$ cat config.mk
export PLATFORM = sky130hd
export DESIGN_NAME = writeback_stage_mw
export DESIGN_NICKNAME = d
export VERILOG_FILES = /design/src/rtl/writeback_stage_mw.sv
export SDC_FILE = /design/constraint.sdc
export NUM_CORES = 1
export LEC_CHECK = 0
export ABC_AREA = 1
export CAP_MARGIN = 5
export CORE_AREA = 2 2 134 136
export CTS_CLUSTER_SIZE = 12
export DETAILED_ROUTE_END_ITERATION = 8
export DIE_AREA = 0 0 136 138
export PLACE_DENSITY = 0.77
export SYNTH_ARGS = -nofsm -noshare
export SYNTH_HDL_FRONTEND = slang
export SYNTH_SLANG_ARGS = --single-unit
$ cat constraint.sdc
create_clock -name CLK -period 5.1 [get_ports CLK]
set_input_delay 1.53 -clock CLK [delete_from_list [all_inputs] [get_ports CLK]]
set_output_delay 1.53 -clock CLK [all_outputs]
set_load 0.03 [all_outputs]
$ cat src/rtl/writeback_stage_mw.sv
// Multi-lane writeback stage: in-order write buffer draining into a WPORTS register file.
// Optional WB_FWD_EN adds a combinational lookup of pending writes.
module writeback_stage_mw #(
    parameter int LANES  = 2,
    parameter int WPORTS = 1,
    parameter int DEPTH  = 4,
    parameter int DATA_W = 32,
    parameter int REG_AW = 5
) (
    input  logic                       CLK,
    input  logic                       RST,
    input  logic                       ihit,
    input  logic                       dhit,
    input  logic                       stall,
    input  logic                       flush,
    input  logic [LANES-1:0]           in_valid,
    input  logic [LANES-1:0]           in_wen,
    input  logic [LANES-1:0]           in_halt,
    input  logic [LANES*REG_AW-1:0]    in_wsel,
    input  logic [LANES*DATA_W-1:0]    in_wdat,
    output logic                       in_ready,
    output logic [WPORTS-1:0]          rf_wen,
    output logic [WPORTS*REG_AW-1:0]   rf_wsel,
    output logic [WPORTS*DATA_W-1:0]   rf_wdat,
    output logic                       halt,
    output logic [$clog2(DEPTH+1)-1:0] occupancy
`ifdef WB_FWD_EN
    ,
    input  logic [REG_AW-1:0]          fwd_rsel,
    output logic                       fwd_hit,
    output logic [DATA_W-1:0]          fwd_data
`endif
);

    localparam int AW = (DEPTH > 1) ? $clog2(DEPTH) : 1;
    localparam int CW = $clog2(DEPTH + 1);
    localparam logic [CW-1:0] WP_C = CW'(WPORTS);
    localparam logic [CW-1:0] ROOM = CW'(DEPTH - LANES);

    logic [REG_AW-1:0] sel_q [DEPTH];
    logic [DATA_W-1:0] dat_q [DEPTH];
    logic [AW-1:0]     head_q, tail_q;
    logic [CW-1:0]     count_q, count_d;
    logic              halt_seen_q, halt_q;

    logic              acc;
    logic [LANES-1:0]  push_en;
    logic [AW-1:0]     push_off [LANES];
    logic [CW-1:0]     push_n;
    logic              older_halt;
    logic              halt_hit;
    logic [CW-1:0]     pop_n;
    logic [AW-1:0]     pidx [WPORTS];
    logic [WPORTS-1:0] pres;
    logic              unused_dhit;

    assign unused_dhit = dhit;
    assign in_ready    = (count_q <= ROOM);
    assign occupancy   = count_q;
    assign halt        = halt_q;
    assign acc = ihit & ~stall & in_ready & ~flush & ~halt_seen_q;

    // Lanes younger than a valid halt are cut off from the bundle.
    always_comb begin
        older_halt = 1'b0;
        push_n     = '0;
        push_en    = '0;
        for (int i = 0; i < LANES; i++) begin
            push_off[i] = '0;
            if (!older_halt && in_valid[i]) begin
                if (acc && in_wen[i] &&
                    in_wsel[i*REG_AW +: REG_AW] != '0) begin
                    push_en[i]  = 1'b1;
                    push_off[i] = AW'(push_n);
                    push_n      = push_n + CW'(1);
                end
                if (in_halt[i]) begin
                    older_halt = 1'b1;
                end
            end
        end
        halt_hit = acc & older_halt;
    end

    assign pop_n   = (count_q < WP_C) ? count_q : WP_C;
    assign count_d = count_q + push_n - pop_n;

    // Within one drain group only the youngest write to a register is enabled.
    always_comb begin
        for (int p = 0; p < WPORTS; p++) begin
            pidx[p] = head_q + AW'(p);
            pres[p] = (CW'(p) < count_q);
        end
        for (int p = 0; p < WPORTS; p++) begin
            rf_wen[p] = pres[p] & ~RST;
            for (int q = 0; q < WPORTS; q++) begin
                if (q > p && pres[q] && sel_q[pidx[q]] == sel_q[pidx[p]]) begin
                    rf_wen[p] = 1'b0;
                end
            end
            rf_wsel[p*REG_AW +: REG_AW] = sel_q[pidx[p]];
            rf_wdat[p*DATA_W +: DATA_W] = dat_q[pidx[p]];
        end
    end

    always_ff @(posedge CLK) begin
        if (RST) begin
            head_q      <= '0;
            tail_q      <= '0;
            count_q     <= '0;
            halt_seen_q <= 1'b0;
            halt_q      <= 1'b0;
        end else begin
            head_q  <= head_q + AW'(pop_n);
            tail_q  <= tail_q + AW'(push_n);
            count_q <= count_d;
            if (halt_hit) begin
                halt_seen_q <= 1'b1;
            end
            if (halt_seen_q && count_d == '0) begin
                halt_q <= 1'b1;
            end
        end
    end

    always_ff @(posedge CLK) begin
        for (int i = 0; i < LANES; i++) begin
            if (push_en[i]) begin
                sel_q[tail_q + push_off[i]] <= in_wsel[i*REG_AW +: REG_AW];
                dat_q[tail_q + push_off[i]] <= in_wdat[i*DATA_W +: DATA_W];
            end
        end
    end

`ifdef WB_FWD_EN
    logic [AW-1:0] fidx;

    // Scan oldest to youngest so the youngest match wins.
    always_comb begin
        fwd_hit  = 1'b0;
        fwd_data = '0;
        fidx     = '0;
        for (int k = 0; k < DEPTH; k++) begin
            fidx = head_q + AW'(k);
            if (CW'(k) < count_q && fwd_rsel != '0 &&
                sel_q[fidx] == fwd_rsel) begin
                fwd_hit  = 1'b1;
                fwd_data = dat_q[fidx];
            end
        end
    end
`endif

endmodule

==> results of run 1 <==
tightest hold or removal path: stages, from the launching register on:
cell and delay, ps:
dfxtp_1 320, a21oi_1 40, nor2_1 70
cell usage in the layout, fill, tap and decap left out:
cell type	Yosys	routed
xor2_1	2	2
clkdlybuf4s50_1	0	127
nand3_2	4	4
xnor2_1	2	2
nor2_8	1	1
o21ai_4	0	4
o21ai_0	79	79
ha_1	7	7
dfxtp_1	9	7
clkinv_1	0	7
o21a_1	1	1
inv_2	1	1
clkbuf_1	38	4
nand4_1	148	148
nor2_4	0	4
edfxtp_1	148	148
clkinvlp_4	0	1
clkbuf_16	0	17
dfxtp_2	0	2
buf_12	0	5
inv_1	21	20
nand2_2	1	1
nor2_1	96	92
o22ai_1	37	37
nand3_1	1	1
a21oi_1	4	4
a21oi_2	1	1
nand2_1	315	315
bufinv_16	0	3
buf_4	14	19
nor3_1	1	1
fa_1	1	1
inv_4	0	1
flip-flops by register name, indices dropped and copies added, names as in the netlist:
signal       flops
occupancy        3
sel_q           20
head_q           2
dat_q          128
halt_seen_q      1
tail_q           2
halt             1
per-layer routing:
metal / global-route usage / part of all wire
met1: 0.308 / 0.37
met2: 0.454 / 0.51
met3: 0.0403 / 0.095
met5: 0 / 0
met4: 0.105 / 0.022
cell families after synthesis:
group           count (synthesis)  synth area share
simple gates                  567             0.297
xor+xnor                        4           0.00409
flops                         157             0.540
compound gates                126            0.0798
fa+ha+maj                       8            0.0126
buf+inv                       111            0.0658
per-stage QoR:
step	power, mW	instances
6_report	4.48	1296
5_1_grt	4.66	1296
4_1_cts	4.48	1296
3_5_place_dp	3.26	1264
3_3_place_gp	3.24	1264
2_1_floorplan	2.54	973
final timing paths:
kind,start,endpoint,slack (ps),depth (start not counted)
worst max-delay path,RST,rf_wen,800,3
worst min-delay path,halt,halt,470,2
worst max register to register,occupancy[1],dat_q[0][23],1970,15
worst min register to register,halt,halt,470,2
power by group through the flow:
stage / Combinational [mW] / Clock, mW / Sequential, mW
floorplan: 1.04 / 0 / 1.51
global placement: 1.75 / 0 / 1.49
detailed placement: 1.77 / 0 / 1.49
CTS: 1.78 / 1.23 / 1.46
global route: 1.90 / 1.29 / 1.47
finish: 1.78 / 1.24 / 1.46
final cells by class:
cell class | count | area, um2
clock buffers | 21 | 440
multi-input cells | 705 | 3450
clock inverters | 11 | 124
repair buffers | 151 | 1510
well taps | 229 | 287
fillers | 1490 | 7010
flip-flops and latches | 157 | 4630
inverters | 22 | 85.1
==> results.json, run 1 <==
{
  "drive_gt1_frac": 0.0600,
  "cp-end-kind": "output port",
  "postCtsHoldBufs": 0,
  "grtUsageTotal": 0.256,
  "crit_path_top_delay_cell": "clkdlybuf4s50_1",
  "switching_share": 0.366,
  "power.leakage_nw": 4.13,
  "hold_class": "register to register",
  "num_rows": 49,
  "drv_slew": 0,
  "async_reset_ff_frac": 0,
  "synth-seq-cells": 157,
  "drt-total-wl_um": 24200,
  "routed_via_density": 5.92,
  "syn_to_final_growth_pct": 23.0,
  "status": "completed",
  "synth.top_cell.area_share": 0.519,
  "critPathMaxFanout": 2,
  "cp_data_arrival_time_ps": 2770,
  "netlist_top_cells_count": "nand2_1, edfxtp_1, nand4_1",
  "cpPeakStageDelay_ps": 680,
  "antennaDiodeCount": 0,
  "clockBufferDepth": 2,
  "yosys.area.top_type": "edfxtp_1",
  "syn_area_per_cell_um2": 8.80,
  "start_util": 0.488,
  "crit_buf_inv": 2,
  "clock_latency_ps": 430,
  "fin_util": 0.600,
  "worst-setup-path-type": "input pin to output port",
  "dr.pass1.iters": 5,
  "die_h_um": 138,
  "root_buffer": "clkbuf_16",
  "grt_pass1_vias": 7006,
  "cts_buffers": 17,
  "cts_tree": "built",
  "vias": 7668,
  "die_x_um": 136,
  "clkSinkCount": 157,
  "drc_errors": 0,
  "post_cts_buffers": 0,
  "critPathLaunchType": "input pin",
  "layout_min_cycle_time_ps": 4300,
  "fin_skew_ps": 7.61,
  "detail-route-antenna-nets": 0,
  "yosysMostFrequentCell": "nand2_1",
  "dp_slack_ps": 467,
  "synth_cells": 973,
  "crit_family": "buffers and inverters",
  "pin_count": 129,
  "dr.first_iter.drc_count": 719,
  "pwr-share-comb": 0.398,
  "design_area_um2": 10500,
  "antenna_found_initial": 0,
  "seq_power_share": 0.327,
  "worst_slack_ps": 802,
  "hold_viol": 0,
  "cp_cell_sequence": "clkdlybuf4s50_1, a21oi_1, clkdlybuf4s50_1",
  "timing.hold.ws_ps": 471,
  "worstMarginPinSlew_ps": 1090,
  "clkTransAtPathRegs_ps": 50,
  "post-dp-hpwl_um": 13300,
  "globalRouteOverflowTotal": 0,
  "port_buffers": 127,
  "synth_flop_cell": "edfxtp_1",
  "ctsHtreeMaxLevel": 4,
  "syn_nets": 1067,
  "required_ps": 3570,
  "p_switching_mw": 1.64,
  "synth_edf_count": 148,
  "max_cap_violations": 0,
  "yosysWarnings": 0,
  "peakVddDrop_v": 0.000270,
  "fmax_mhz": 233,
  "pwr-share-clk": 0.275,
  "ctsResizeCount": 0,
  "dieArea_um2": 18800,
  "setup_tns_ps": 0,
  "gp_congestion": 0.803,
  "yosysSeqAreaShare": 0.540,
  "max_slew_margin": 0.275,
  "grt_max_degree": 117,
  "ys_types": 27,
  "rsz0062_at_grt": "no",
  "design.core.area_um2": 17500,
  "placed_cell_area_um2": 9960,
  "grt_pass1_wl_um": 36700,
  "cp_common_cell": "clkdlybuf4s50_1",
  "p_per_area_nw_per_um2": 426,
  "fin_crit_sh": 0.843,
  "synthTopCellsByArea": "edfxtp_1, nand2_1, nand4_1",
  "detail_route.wl_per_cell_um": 18.6,
  "netlist_area_um2": 8560,
  "num-nets-final": 1148,
  "cellInternalPower_mw": 2.84,
  "finalSetupViolations": 0
}
No activity file was read; power rests on OpenSTA's default activity.
==> run 2, diff against run 1 <==
--- a/config.mk
+++ b/config.mk
@@ -7,11 +7,11 @@
 export LEC_CHECK = 0
 export ABC_AREA = 1
 export CAP_MARGIN = 5
-export CORE_AREA = 2 2 134 136
+export CORE_AREA = 2 2 128 130
 export CTS_CLUSTER_SIZE = 12
 export DETAILED_ROUTE_END_ITERATION = 8
-export DIE_AREA = 0 0 136 138
-export PLACE_DENSITY = 0.77
+export DIE_AREA = 0 0 130 132
+export PLACE_DENSITY = 0.8
 export SYNTH_ARGS = -nofsm -noshare
 export SYNTH_HDL_FRONTEND = slang
 export SYNTH_SLANG_ARGS = --single-unit
==> constraint.sdc (replaced) <==
create_clock -name CLK -period 4.3 [get_ports CLK]
set_input_delay 1.29 -clock CLK [delete_from_list [all_inputs] [get_ports CLK]]
set_output_delay 1.29 -clock CLK [all_outputs]
set_load 0.03 [all_outputs]
==> run 2 against run 1 <==
Critical path depth up 14; die area down 8.6%; clock skew down 3.3 ps; sequential share of layout area down 0.87 points.
==> results.json, run 2 (synthesized netlist as in run 1, its figures left out) <==
{
  "fmax_mhz": 251,
  "largest_register_ffs": 128,
  "detail-route-antenna-nets": 0,
  "p_per_area_nw_per_um2": 498,
  "switching_share": 0.367,
  "grtUsageTotal": 0.290,
  "cts_buffers": 17,
  "hold_class": "register to register",
  "required_ps": 4590,
  "globalRouteOverflowTotal": 0,
  "cp_data_arrival_time_ps": 4270,
  "grt_pass1_vias": 7542,
  "drt-total-wl_um": 24400,
  "clkSinkCount": 157,
  "pin_count": 129,
  "layout_min_cycle_time_ps": 3980,
  "rsz0062_at_grt": "no",
  "fin_util": 0.683,
  "worst-setup-path-type": "input pin to register",
  "fin_skew_ps": 4.32,
  "worstMarginPinSlew_ps": 1240,
  "r2r-start": "occupancy[1]",
  "cellInternalPower_mw": 3.38,
  "finalSetupViolations": 0,
  "port_buffers": 127,
  "max_cap_violations": 0,
  "final_cells": 1308,
  "pwr-share-clk": 0.278,
  "drive_gt1_frac": 0.0888,
  "power_mw": 5.35,
  "critPathMaxFanout": 20,
  "worst_slack_ps": 317,
  "dieArea_um2": 17200,
  "max_slew_margin": 0.171,
  "clockBufferDepth": 2,
  "dr.first_iter.drc_count": 991,
  "postCtsHoldBufs": 0,
  "ctsHtreeMaxLevel": 4,
  "routed_via_density": 6.05,
  "design.core.area_um2": 15700,
  "grt_pass1_wl_um": 38500,
  "crit_path_start": "ihit",
  "seq_power_share": 0.342,
  "drv_slew": 0,
  "drc_errors": 0,
  "rrSetupSlack_ps": 1260,
  "crit_end": "dat_q[1][26]",
  "r2r_cells": 15,
  "dp_slack_ps": -32.1,
  "detail_route.wl_per_cell_um": 18.7,
  "root_buffer": "clkbuf_16",
  "post-dp-hpwl_um": 14600,
  "start_util": 0.545,
  "peakVddDrop_v": 0.000292,
  "critPathLaunchType": "input pin",
  "setup_tns_ps": 0,
  "r2r-end": "dat_q[1][26]",
  "final_common_cell": "nand2_1",
  "status": "completed",
  "power.leakage_nw": 4.27,
  "pwr-share-comb": 0.380,
  "die_x_um": 130,
  "p_switching_mw": 1.96,
  "vias": 7917,
  "layout_common_cells": "nand2_1, nand4_1, edfxtp_1",
  "cp-end-kind": "register",
  "hold_start": "halt",
  "fin_crit_sh": 0.926,
  "antenna_found_initial": 0,
  "num_rows": 46,
  "gp_congestion": 0.801,
  "post_cts_buffers": 0,
  "num-nets-final": 1173,
  "clkTransAtPathRegs_ps": 60,
  "hold_viol": 0,
  "antennaDiodeCount": 0,
  "grt_max_degree": 129,
  "dp_cells": 1276,
  "dr.pass1.iters": 6,
  "clock_latency_ps": 430,
  "ctsResizeCount": 0,
  "die_h_um": 132,
  "cts_tree": "built",
  "syn_to_final_growth_pct": 25.4
}
[run 2: changes by cell type in the layout (fill, tap and decap cells not counted)]
cell        previous run  this run
clkinv_1               7         3
buf_12                 5         7
buf_4                 19        42
clkinv_2               0         6
clkinvlp_4             1         3
clkbuf_1               4         0
[run 2: critical path, cell delays in order]
cell,delay [ps]
clkdlybuf4s50_1,470
nand2_1,50
nor2_1,120
nand2_2,120
nor2_1,120
nand2_1,80
inv_1,70
ha_1,150
inv_1,40
nor2_1,340
ha_1,280
xor2_1,410
nor2_4,80
nand3_2,130
buf_4,320
nand2_1,120
nand2_1,80
[run 2: power by group through the flow]
| stage | registers (mW) | logic (mW) | clock network, mW |
|---|---|---|---|
| 3_3_place_gp | 1.86 | 1.99 | 0 |
| 5_1_grt | 1.84 | 2.18 | 1.56 |
| 6_report | 1.83 | 2.03 | 1.48 |
| 4_1_cts | 1.83 | 2.03 | 1.49 |
| 2_1_floorplan | 1.79 | 1.23 | 0 |
| 3_5_place_dp | 1.86 | 2.02 | 0 |
[run 2: stage by stage]
step | cell area (um2) | hold WS (ps)
4_1_cts | 10700 | 499
2_1_floorplan | 8570 | 462
6_report | 10700 | 487
3_3_place_gp | 10200 | 462
5_1_grt | 10700 | 508
3_5_place_dp | 10200 | 483
[run 2: metal layers]
layer	GRT usage	routed length, um	up-vias
met1	0.363	9130	3689
li1	-	-	3669
met2	0.485	12200	490
met5	0	0	-
met3	0.0568	2350	69
met4	0.133	773	0
[run 2: worst min-delay path by stage]
stage / endpoint / cells after the start / slack [ps]
after floorplan: halt_seen_q / 1 / 460
after global placement: halt / 2 / 460
after detailed placement: halt_seen_q / 1 / 480
after CTS: halt / 2 / 500
after global routing: halt / 2 / 510
final: halt / 2 / 490
[run 2: cell type report]
| type | instances | area, um2 |
|---|---|---|
| fillers | 1200 | 4980 |
| flip-flops and latches | 157 | 4630 |
| multi-input cells | 705 | 3450 |
| repair buffers | 176 | 1730 |
| clock buffers | 17 | 425 |
| well taps | 216 | 270 |
| clock inverters | 15 | 154 |
| inverters | 22 | 85.1 |
